**config.mk**
```make
export PLATFORM = sky130hd
export DESIGN_NAME = alu_slice_exec_flat
export DESIGN_NICKNAME = d
export VERILOG_FILES = /design/src/rtl/alu_slice_exec_if.sv /design/src/rtl/alu_slice_exec.sv /design/src/flat_wrapper.sv
export SDC_FILE = /design/constraint.sdc
export NUM_CORES = 1
export LEC_CHECK = 0
export ABC_AREA = 1
export CAP_MARGIN = 15
export CORE_MARGIN = 2
export CORE_UTILIZATION = 68
export DETAILED_ROUTE_END_ITERATION = 7
export DONT_BUFFER_PORTS = 1
export PLACE_DENSITY = 0.8
export SYNTH_ARGS = -nofsm -noshare
export SYNTH_HDL_FRONTEND = slang
export SYNTH_SLANG_ARGS = --single-unit
```
**constraint.sdc**
```tcl
create_clock -name clk -period 3.5 [get_ports clk]
set_input_delay 0.7 -clock clk [delete_from_list [all_inputs] [get_ports clk]]
set_output_delay 0.7 -clock clk [all_outputs]
set_load 0.01 [all_outputs]
```
**src/rtl/alu_slice_exec_if.sv**
```systemverilog
// Request/response bundle for the bit-sliced ALU.
// The master side issues operations and consumes results.
// The slave side is the execution unit.
interface alu_slice_exec_if #(
  parameter int WIDTH = 32
);
  logic             in_valid;
  logic             in_ready;
  logic [2:0]       alu_control;
  logic [WIDTH-1:0] src_a;
  logic [WIDTH-1:0] src_b;
  logic             out_valid;
  logic             out_ready;
  logic [WIDTH-1:0] result;
  logic             zero;
  logic             illegal;

  modport master (
    output in_valid,
    output alu_control,
    output src_a,
    output src_b,
    output out_ready,
    input  in_ready,
    input  out_valid,
    input  result,
    input  zero,
    input  illegal
  );

  modport slave (
    input  in_valid,
    input  alu_control,
    input  src_a,
    input  src_b,
    input  out_ready,
    output in_ready,
    output out_valid,
    output result,
    output zero,
    output illegal
  );
endinterface

```
**src/rtl/alu_slice_exec.sv**
```systemverilog
// Multi-cycle MIPS ALU that works through the operands SLICE bits per cycle.
// The operands are held in shift registers so the active slice is always
// the low SLICE bits. Each partial result enters at the top of an
// accumulator and shifts down, so after NSLICE cycles the accumulator
// holds the whole word in its correct bit order.
module alu_slice_exec #(
  parameter int WIDTH = 32,
  parameter int SLICE = 8
) (
  input  logic             clk,
  input  logic             reset_n,
  alu_slice_exec_if.slave  bus
);
  localparam int NSLICE = WIDTH / SLICE;
  localparam int CW     = (NSLICE > 1) ? $clog2(NSLICE) : 1;

  localparam logic [2:0] OP_AND = 3'b000;
  localparam logic [2:0] OP_OR  = 3'b001;
  localparam logic [2:0] OP_ADD = 3'b010;
  localparam logic [2:0] OP_SUB = 3'b110;
  localparam logic [2:0] OP_SLT = 3'b111;

  typedef enum logic [1:0] {
    IDLE,
    BUSY,
    DONE
  } state_t;

  state_t state;
  state_t state_next;

  // Captured operation and per-slice working state
  logic [WIDTH-1:0] op_a;
  logic [WIDTH-1:0] op_b;
  logic [2:0]       code;
  logic [CW-1:0]    cnt;
  logic             carry;
  logic [WIDTH-1:0] partial;

  // Registered outputs, held from DONE until the next result is written
  logic [WIDTH-1:0] result_q;
  logic             zero_q;
  logic             illegal_q;

  // Request decode
  logic accept;
  logic req_defined;
  logic req_invert;

  // Slice datapath
  logic [SLICE-1:0] a_k;
  logic [SLICE-1:0] b_k;
  logic [SLICE:0]   sum_ext;
  logic [SLICE-1:0] slice_res;
  logic             cout;
  logic             overflow;
  logic             slt_bit;
  logic             last_slice;
  logic [WIDTH-1:0] res_ext;
  logic [WIDTH-1:0] partial_next;
  logic [WIDTH-1:0] final_word;

  // Classify the incoming code and detect an accepted request
  always_comb begin
    accept      = (state == IDLE) && bus.in_valid;
    req_defined = 1'b0;
    req_invert  = 1'b0;
    case (bus.alu_control)
      OP_AND, OP_OR, OP_ADD: req_defined = 1'b1;
      OP_SUB, OP_SLT: begin
        req_defined = 1'b1;
        req_invert  = 1'b1;
      end
      default: begin
        req_defined = 1'b0;
        req_invert  = 1'b0;
      end
    endcase
  end

  // One slice of add/sub/logic, plus the assembled word and the slt decision
  always_comb begin
    a_k     = op_a[SLICE-1:0];
    b_k     = op_b[SLICE-1:0];
    sum_ext = {1'b0, a_k} + {1'b0, b_k} + {{SLICE{1'b0}}, carry};
    case (code)
      OP_AND:  slice_res = a_k & b_k;
      OP_OR:   slice_res = a_k | b_k;
      default: slice_res = sum_ext[SLICE-1:0];
    endcase
    cout = sum_ext[SLICE];

    res_ext              = '0;
    res_ext[SLICE-1:0]   = slice_res;
    partial_next         = (partial >> SLICE) | (res_ext << (WIDTH - SLICE));

    // Signed overflow: operands agree in sign but the sum's sign differs.
    // Only meaningful on the top slice, where the MSBs are the word's MSBs.
    overflow = (a_k[SLICE-1] == b_k[SLICE-1]) && (slice_res[SLICE-1] != a_k[SLICE-1]);
    slt_bit  = slice_res[SLICE-1] ^ overflow;

    if (code == OP_SLT) begin
      final_word = {{(WIDTH-1){1'b0}}, slt_bit};
    end else begin
      final_word = partial_next;
    end

    last_slice = (cnt == CW'(NSLICE - 1));
  end

  // State register
  always_ff @(posedge clk) begin
    if (!reset_n) begin
      state <= IDLE;
    end else begin
      state <= state_next;
    end
  end

  // Next-state logic
  always_comb begin
    state_next = state;
    case (state)
      IDLE: begin
        if (accept) begin
          state_next = req_defined ? BUSY : DONE;
        end
      end
      BUSY: begin
        if (last_slice) begin
          state_next = DONE;
        end
      end
      DONE: begin
        if (bus.out_ready) begin
          state_next = IDLE;
        end
      end
      default: state_next = IDLE;
    endcase
  end

  // Handshake outputs decoded from the state
  always_comb begin
    bus.in_ready  = (state == IDLE);
    bus.out_valid = (state == DONE);
    bus.result    = result_q;
    bus.zero      = zero_q;
    bus.illegal   = illegal_q;
  end

  // Operand capture, slice stepping and result write-back
  always_ff @(posedge clk) begin
    if (!reset_n) begin
      op_a      <= '0;
      op_b      <= '0;
      code      <= '0;
      cnt       <= '0;
      carry     <= 1'b0;
      partial   <= '0;
      result_q  <= '0;
      zero_q    <= 1'b0;
      illegal_q <= 1'b0;
    end else begin
      case (state)
        IDLE: begin
          if (accept) begin
            op_a    <= bus.src_a;
            op_b    <= req_invert ? ~bus.src_b : bus.src_b;
            code    <= bus.alu_control;
            cnt     <= '0;
            carry   <= req_invert;
            partial <= '0;
            if (!req_defined) begin
              result_q  <= '0;
              zero_q    <= 1'b1;
              illegal_q <= 1'b1;
            end
          end
        end
        BUSY: begin
          op_a    <= op_a >> SLICE;
          op_b    <= op_b >> SLICE;
          partial <= partial_next;
          if ((code != OP_AND) && (code != OP_OR)) begin
            carry <= cout;
          end
          if (last_slice) begin
            cnt       <= '0;
            result_q  <= final_word;
            zero_q    <= (final_word == '0);
            illegal_q <= 1'b0;
          end else begin
            cnt <= cnt + 1'b1;
          end
        end
        default: begin
        end
      endcase
    end
  end
endmodule
```
**src/flat_wrapper.sv**
```systemverilog
// flat-port wrapper written by rule: the top's interface ports become plain ports
module alu_slice_exec_flat 
#(
  parameter int WIDTH = 32,
  parameter int SLICE = 8
)
  (clk, reset_n, bus_in_valid, bus_alu_control, bus_src_a, bus_src_b, bus_out_ready, bus_in_ready, bus_out_valid, bus_result, bus_zero, bus_illegal);
  alu_slice_exec_if #(.WIDTH(WIDTH)) bus_i ();
  input  logic clk;
  input  logic reset_n;
  input wire logic [$bits(bus_i.in_valid)-1:0] bus_in_valid;
  input wire logic [$bits(bus_i.alu_control)-1:0] bus_alu_control;
  input wire logic [$bits(bus_i.src_a)-1:0] bus_src_a;
  input wire logic [$bits(bus_i.src_b)-1:0] bus_src_b;
  input wire logic [$bits(bus_i.out_ready)-1:0] bus_out_ready;
  output wire logic [$bits(bus_i.in_ready)-1:0] bus_in_ready;
  output wire logic [$bits(bus_i.out_valid)-1:0] bus_out_valid;
  output wire logic [$bits(bus_i.result)-1:0] bus_result;
  output wire logic [$bits(bus_i.zero)-1:0] bus_zero;
  output wire logic [$bits(bus_i.illegal)-1:0] bus_illegal;
  assign bus_i.in_valid = bus_in_valid;
  assign bus_i.alu_control = bus_alu_control;
  assign bus_i.src_a = bus_src_a;
  assign bus_i.src_b = bus_src_b;
  assign bus_i.out_ready = bus_out_ready;
  assign bus_in_ready = bus_i.in_ready;
  assign bus_out_valid = bus_i.out_valid;
  assign bus_result = bus_i.result;
  assign bus_zero = bus_i.zero;
  assign bus_illegal = bus_i.illegal;
  alu_slice_exec #(.WIDTH(WIDTH), .SLICE(SLICE)) u_core (.clk(clk), .reset_n(reset_n), .bus(bus_i));
endmodule
```
* After elaboration in Yosys (flattened, before gate mapping)
Index checks and enable logic that the tools add are counted.
** Storage, ports and cells
- Bits in registers :: 138
- Input port bits :: 71
** Operators by class
- Add/sub/neg operators :: 3
- Eq/ne operators :: 17
- Mux-type cells :: 32
- Bitwise logic cells :: 5
- Reductions and logical operators :: 16
** Operators with widths (count)
- $mux 32 :: 8
- $pmux 32 s2 :: 4
- $logic_not 32->1 :: 1
- $not 32->32 :: 1
- $or 24x32->32 :: 1
- $pmux 8 s2 :: 1
- $mux 2 :: 6
- $add 8x8->9 :: 1
- $add 9x1->9 :: 1
- $eq 3x3->1 const B :: 3
- $and 8x8->8 :: 1
- $mux 1 :: 8
- $or 8x8->8 :: 1
- $eq 3x1->1 const B :: 2
- $logic_not 3->1 :: 2
- $ne 2x1->1 const B :: 3
- $pmux 1 s2 :: 3
- $pmux 2 s3 :: 1
- $reduce_and 3->1 :: 2
- $reduce_or 5->1 :: 1
- $eq 2x2->1 const B :: 2
- $ne 2x2->1 const B :: 2
- $pmux 2 s2 :: 1
- $reduce_and 2->1 :: 2
- 13 further kinds :: 15

* Logic depth before layout (Yosys ltp)
Gate-level depths: netlist of the first run.
- Depth after elaboration :: 10
- Mapped depth :: 14
- Gate-level depth less buffers :: 14

* Worst setup path after synthesis of the first run
OpenSTA, ideal clock, no wires.
- Path kind :: register to register
- From :: reg u_core.carry
- To :: reg u_core.zero_q, in the netlist u_core.bus.zero
- Arrival :: 1.769 ns
- Slack :: 1.599 ns
- Cell stages (with the launch flop) :: 13
- Period minus slack after synthesis :: 1.901 ns
- Path through :: dfxtp_1 > fa_1 > inv_1 > fa_1 > nand3b_1 > nand3_1 > nand2_1 > nand2_1 > nor2_1 > nand4_1 > nor2_1 > nand3_1 > a21oi_1
** On the way
- Cells in the longest elaborated chain, start to end :: 9
- Elaborated cells between the ends (all ways) :: 10
- Classes of those cells :: add/sub: 1; eq/ne: 1; mux: 4; bitwise: 2; reduce/logical: 2
** RTL lines
- start, declared :: RTL line alu_slice_exec.sv:37 : logic carry;
- start signal, assigned :: RTL line alu_slice_exec.sv:172 : carry <= req_invert;
- start signal, assigned :: RTL line alu_slice_exec.sv:186 : carry <= cout;
- $add 9x1->9 * :: RTL line alu_slice_exec.sv:85 : sum_ext = {1'b0, a_k} + {1'b0, b_k} + {{SLICE{1'b0}}, carry};
- $pmux 8 s2 * :: RTL line alu_slice_exec.sv:86 : case (code)
- $ne 1x1->1 :: RTL line alu_slice_exec.sv:99 : overflow = (a_k[SLICE-1] == b_k[SLICE-1]) && (slice_res[SLICE-1] != a_k[SLICE-1]);
- $logic_and 1x1->1 :: RTL line alu_slice_exec.sv:99
- $xor 1x1->1 :: RTL line alu_slice_exec.sv:100 : slt_bit = slice_res[SLICE-1] ^ overflow;
- $mux 32 * :: RTL line alu_slice_exec.sv:102 : if (code == OP_SLT) begin
- $logic_not 32->1 * :: RTL line alu_slice_exec.sv:191 : zero_q <= (final_word == '0);
- $mux 1 * :: RTL line alu_slice_exec.sv:188 : if (last_slice) begin
- $pmux 1 s2 * :: RTL line alu_slice_exec.sv:165 : case (state)
- end signal, assigned :: RTL line alu_slice_exec.sv:191
- end, declared :: RTL line alu_slice_exec.sv:42 : logic zero_q;
Mark *: on every way between the ends. The rest lies on a longest branch, timed or not. The select of a mux whose other input is x is not followed.
A chain may end at the register's enable or synchronous reset.

* Worst setup path after layout of the first run
- From :: reg u_core.state[0]
- To :: reg u_core.result_q[25], in the netlist u_core.bus.result[25]
** On the way
- Cells in the longest elaborated chain, start to end :: 4
- Elaborated cells between the ends (all ways) :: 9
- Classes of those cells :: eq/ne: 4; mux: 1; reduce/logical: 4
** RTL lines
- start, declared :: RTL line alu_slice_exec.sv:29 : state_t state;
- start signal, assigned :: RTL line alu_slice_exec.sv:116 : state <= state_next;
- $logic_not 2->1 :: RTL line alu_slice_exec.sv:65, alu_slice_exec.sv:165
- $logic_and 1x1->1 :: RTL line alu_slice_exec.sv:65 : accept = (state == IDLE) && bus.in_valid;
- $ne 2x1->1 (no line)
- $reduce_and 4->1 (no line)
- end signal, assigned :: RTL line alu_slice_exec.sv:190 : result_q <= final_word;
- end, declared :: RTL line alu_slice_exec.sv:41 : logic [WIDTH-1:0] result_q;
Parallel ways exist; a longest one is shown, timed or not.

==> results of run 1 <==
cells in the mapped netlist:
cell type  count  area, µm²
o21ai_1        5       25.0
buf_1          3       11.3
nand3_1       51        255
o21ai_0       58        290
nand2_2        3       18.8
xor2_1         1       8.76
nor3_1         1       5.00
buf_4          3       22.5
or2_2         10       62.6
o211ai_1       4       30.0
o311ai_0       1       8.76
o21a_1         1       7.51
nand4_1        3       18.8
nand3_2        2       20.0
fa_1           2       40.0
nor2_2         2       12.5
nand3b_1       2       15.0
a31oi_1       33        206
dfxtp_1      130       2600
nand2_1      254        953
inv_1         49        184
a22oi_1       11       82.6
o21bai_1       1       7.51
a21oi_1      130        651
o22ai_1        2       12.5
clkinv_1       1       3.75
nand2_4        1       11.3
nor2_1        23       86.3
buf_6          1       11.3
clkbuf_1      37        139
ha_1          17        213
buf_2         13       65.1
inv_2          7       26.3
state kept, by name, indices dropped and copies added, names as in the netlist:
signal and count:
u_core.bus.zero 1, u_core.state 2, u_core.carry 1, u_core.bus.illegal 1, u_core.op_b 32, u_core.op_a 32
u_core.partial 24, u_core.cnt 2, u_core.bus.result 32, u_core.code 3
layout make-up:
class | instances | area, µm²
clock buffers | 17 | 414
clock inverters | 15 | 198
fillers | 712 | 2040
inverters | 57 | 214
multi-input cells | 618 | 3040
flip-flops and latches | 130 | 2600
well taps | 108 | 135
repair buffers | 8 | 72.6
per-layer routing:
layer | vias up | track usage [%] | wire, µm
li1 | 2812 | - | -
met1 | 2552 | 33.1 | 5920
met5 | - | 0 | 0
met3 | 45 | 8.01 | 945
met4 | 0 | 13.7 | 439
met2 | 193 | 51.8 | 7200
power by group:
| group | switching, mW | leakage [nW] | internal [mW] |
|---|---|---|---|
| Combinational | 0.492 | 1.30 | 0.229 |
| Sequential | 0.0881 | 1.06 | 1.60 |
| Clock | 0.709 | 0.299 | 1.11 |
kinds of logic (layout without fill, tap and decap cells):
family	count (synthesis)	after routing
compound gates	246	246
xor+xnor	1	1
fa+ha+maj	19	19
buf+inv	114	97
flops	130	130
simple gates	352	352
worst paths after layout:
check | from | to | slack (ns) | cells past startpoint
worst min-delay path | reset_n | u_core.op_b[20] | 0.28 | 2
worst min register to register | u_core.op_a[28] | u_core.op_a[28] | 0.47 | 2
worst max-delay path | u_core.state[0] | u_core.bus.result[25] | 1.05 | 7
worst max register to register | u_core.state[0] | u_core.bus.result[25] | 1.05 | 7
worst max-delay path, stage by stage, from the launching register on:
cell	delay (ns)
dfxtp_1	0.46
nand2_4	0.23
inv_2	0.11
buf_4	0.62
nand2_1	0.20
inv_2	0.41
nand3_1	0.16
a21oi_1	0.17
==> results.yml, run 1 <==
run_status:
  status: "complete, no violations"
synth:
  netlist_area_um2: 6110
  synth_cells: 862
  synth_xor_area_share_pct: 0.143
  synth_cell_types: 33
  yosysWarnings: 0
  ys_ff_latch: 130
  synthesis.nets: 952
  synth-simple-area-share_pct: 23.9
  ys_seq_area_share_pct: 42.6
  yosys.area_share.adder_pct: 4.14
  synth_top_family_by_area: "simple AND/OR/NAND/NOR gates"
  synth_compound_gate_area_share_pct: 21.6
  syn_area_per_cell_um2: 7.08
  synth.area.mux_share_pct: 0
sta:
  setup_violations: 0
  setup_ws_ns: 1.05
  worst_pin_slew_ns: 0.778
  finalHoldViolCount: 0
  slew-limit-headroom_pct: 48.1
  fmax_mhz: 408
  period_needed_ns: 2.45
  skew_ns: 0.00767
  rsz0062_at_grt: "false"
  final_max_slew_viol_count: 0
  finalSetupTns_ns: 0
  min_period_over_period_pct: 70.0
  hold_slack_ns: 0.281
worst_setup_path:
  worst_setup_path_start_kind: "flop"
  critPathKind: "flop to flop"
  crit_fanout: 77
  critPathCaptureType: "flop"
  arrival_ns: 2.89
  critPathRequiredTime_ns: 3.94
grt:
  first_global_vias: 5367
  grt_pass1_wl_mm: 23.6
  grt_use_total_pct: 29.5
  grt_max_degree: 78
  antenna_found_initial: 0
  overflow: 0
detailed_routing:
  detail_route.wl_per_cell_um: 15.2
  drc: 0
  viasPerCell: 5.88
  ant_nets: 0
  via_count: 5602
  dr.first_iter.drc_count: 248
  drt_wl_total_mm: 14.5
  drt_pass1_iterations: 5
layout:
  layout_commonest_cell: "nand2_1"
  final_layout_size_suffix_gt1_share_pct: 7.81
  post-route-util_pct: 76.6
  antenna_cells: 0
  fin_area_um2: 6680
  final_cell_mix: "nand2_1 (254), a21oi_1 (130), dfxtp_1 (130)"
  syn_to_final_growth_pct: 9.34
  nNetsFinal: 922
  fin_cells: 953
die:
  dieArea_um2: 9760
  ios: 107
  coreArea_um2: 8720
  die_height_um: 98.8
  rows: 34
  fp.dieW_um: 98.8
  initial_core_util_pct: 70.0
placed_design:
  place.gp.congestion: 0.912
  numPortBuffers: 0
  dp_slack_ns: 1.13
  dp_cells: 921
  dp_hpwl_mm: 9.59
  dpl_cell_area_um2: 6070
clock_network:
  cts_tree: "built"
  numCtsBuffers: 17
  clkSlewWorstSetupHoldPaths_ns: 0.07
  cts_resized: 0
  ctsHoldBuffers: 0
  cts_buffer_depth: 2
  cts-root-buf: "clkbuf_8"
  post_cts_buffers: 0
  cts_num_sinks: 130
  clkLatencyLatePin_ns: 0.52
  htreeDepth: 4
pwr:
  p_leak_nw: 2.66
  ir_drop_v: 0.000406
  p_per_area_nw_per_um2: 633
  finalPower_mw: 4.23
job:
  drv_cap: 0
min_path:
  worstHoldPathType: "primary input to flop"
Note: power is estimated with default switching activity, not from simulation.
==> run 2, diff against run 1 <==
--- a/config.mk
+++ b/config.mk
@@ -8,10 +8,10 @@
 export ABC_AREA = 1
 export CAP_MARGIN = 15
 export CORE_MARGIN = 2
-export CORE_UTILIZATION = 68
+export CORE_UTILIZATION = 63
 export DETAILED_ROUTE_END_ITERATION = 7
 export DONT_BUFFER_PORTS = 1
-export PLACE_DENSITY = 0.8
+export PLACE_DENSITY = 0.75
 export SYNTH_ARGS = -nofsm -noshare
 export SYNTH_HDL_FRONTEND = slang
 export SYNTH_SLANG_ARGS = --single-unit
==> constraint.sdc (replaced) <==
create_clock -name clk -period 2.5 [get_ports clk]
set_input_delay 0.5 -clock clk [delete_from_list [all_inputs] [get_ports clk]]
set_output_delay 0.5 -clock clk [all_outputs]
set_load 0.01 [all_outputs]
==> results.yml, run 2 (synthesis gave the netlist of run 1 again) <==
sta:
  rsz0062_at_grt: "false"
  period_needed_ns: 2.12
  skew_ns: 0.00610
  slew-limit-headroom_pct: 59.5
  final_max_slew_viol_count: 0
  setup_ws_ns: 0.382
  hold_slack_ns: 0.115
  finalSetupTns_ns: 0
  min_period_over_period_pct: 84.7
  fmax_mhz: 472
  finalHoldViolCount: 0
  worst_pin_slew_ns: 0.607
  setup_violations: 0
grt:
  first_global_vias: 5216
  grt_use_total_pct: 29.4
  overflow: 0
  grt_max_degree: 58
  antenna_found_initial: 0
  grt_pass1_wl_mm: 24.4
layout:
  fillCellCount: 804
  fin_cells: 980
  syn_to_final_growth_pct: 9.55
  nNetsFinal: 930
  antenna_cells: 0
  final_layout_size_suffix_gt1_share_pct: 8.46
  final_cell_mix: "nand2_1 (254), a21oi_1 (130), dfxtp_1 (130)"
  post-route-util_pct: 71.7
  fin_area_um2: 6690
  layout_commonest_cell: "nand2_1"
die:
  dieArea_um2: 10500
  die_height_um: 102
  coreArea_um2: 9330
  rows: 35
  initial_core_util_pct: 65.5
  ios: 107
  fp.dieW_um: 102
detailed_routing:
  drc: 0
  detail_route.wl_per_cell_um: 15.4
  via_count: 5651
  drt_wl_total_mm: 15.1
  ant_nets: 0
  viasPerCell: 5.77
  drt_pass1_iterations: 5
  dr.first_iter.drc_count: 298
clock_network:
  cts_tree: "built"
  cts_resized: 0
  clkLatencyLatePin_ns: 0.50
  htreeDepth: 4
  post_cts_buffers: 0
  cts_num_sinks: 130
  ctsHoldBuffers: 0
  cts-root-buf: "clkbuf_8"
  numCtsBuffers: 17
  cts_buffer_depth: 2
  clkSlewWorstSetupHoldPaths_ns: 0.06
worst_setup_path:
  rr_startpoint: "u_core.op_a[0]"
  critPathKind: "flop to flop"
  crit_fanout: 4
  crit_slowest_cell: "fa_1"
  critPathRequiredTime_ns: 2.95
  crit_buf_inv: 3
  reg2reg_depth: 12
  cp_common_cell: "inv_1"
  worst_setup_path_start_kind: "flop"
  r2r-end: "u_core.carry"
  critPathCaptureType: "flop"
  critPathMaxStageDelay_ns: 0.47
  crit_chain: "fa_1 -> inv_1 -> fa_1 -> inv_1 -> nand4_1 -> o211ai_1 -> nand2_1 -> a21oi_1 -> nor3_1 -> o21ai_0 -> nand2_1 -> inv_1"
  reg2reg_setup_slack_ns: 0.38
  arrival_ns: 2.56
  cp_top_family: "adder cells"
placed_design:
  dp_hpwl_mm: 10.3
  dpl_cell_area_um2: 6150
  dp_slack_ns: 0.427
  place.gp.congestion: 0.880
  dp_cells: 950
  numPortBuffers: 0
min_path:
  worstHoldPathType: "primary input to flop"
  min_path_cells: 2
  min_from: "reset_n"
  whs_endpoint: "u_core.op_b[21]"
pwr:
  finalPower_mw: 5.64
  p_per_area_nw_per_um2: 843
  p_leak_nw: 2.67
  ir_drop_v: 0.000596
run_status:
  status: "complete, no violations"
job:
  drv_cap: 0
-- run 2: cell count changes in the layout (fill, tap and decap cells not counted), sizes merged --
cell | before | now
buf | 8 | 16
clkbuf | 17 | 18
bufinv | 3 | 1
inv | 62 | 58
clkinv | 6 | 9
-- run 2: worst max-delay path by stage --
stage | startpoint | end | slack [ns] | depth (start not counted)
after floorplan | u_core.carry | u_core.bus.zero | 0.60 | 12
after global placement | u_core.op_b[0] | u_core.carry | 0.44 | 12
after detailed placement | u_core.op_b[0] | u_core.carry | 0.43 | 12
after CTS | u_core.op_a[0] | u_core.carry | 0.41 | 12
after global routing | u_core.state[1] | u_core.bus.result[4] | 0.18 | 10
final | u_core.op_a[0] | u_core.carry | 0.38 | 12
-- run 2: layout make-up --
class / count / area, µm² / area share (%)
clock buffers: 18 / 428 / 6.40
clock inverters: 12 / 110 / 1.65
inverters: 57 / 214 / 3.20
multi-input cells: 618 / 3040 / 45.5
flip-flops and latches: 130 / 2600 / 38.9
well taps: 129 / 161 / 2.41
repair buffers: 16 / 133 / 1.98
-- run 2: routing by layer --
layer	routed length (µm)	up-vias	global-route usage, %
li1	-	2825	-
met1	6160	2555	36.5
met2	7430	241	49.0
met3	1160	30	7.46
met4	332	0	11.8
met5	0	-	0
-- run 2: report_power, final --
group          switching (mW)  internal [mW]  total [mW]  leakage [nW]
logic                   0.702          0.343        1.05          1.34
registers               0.118           2.24        2.36          1.06
clock network           0.903           1.34        2.24         0.267
total                    1.72           3.92        5.64          2.67
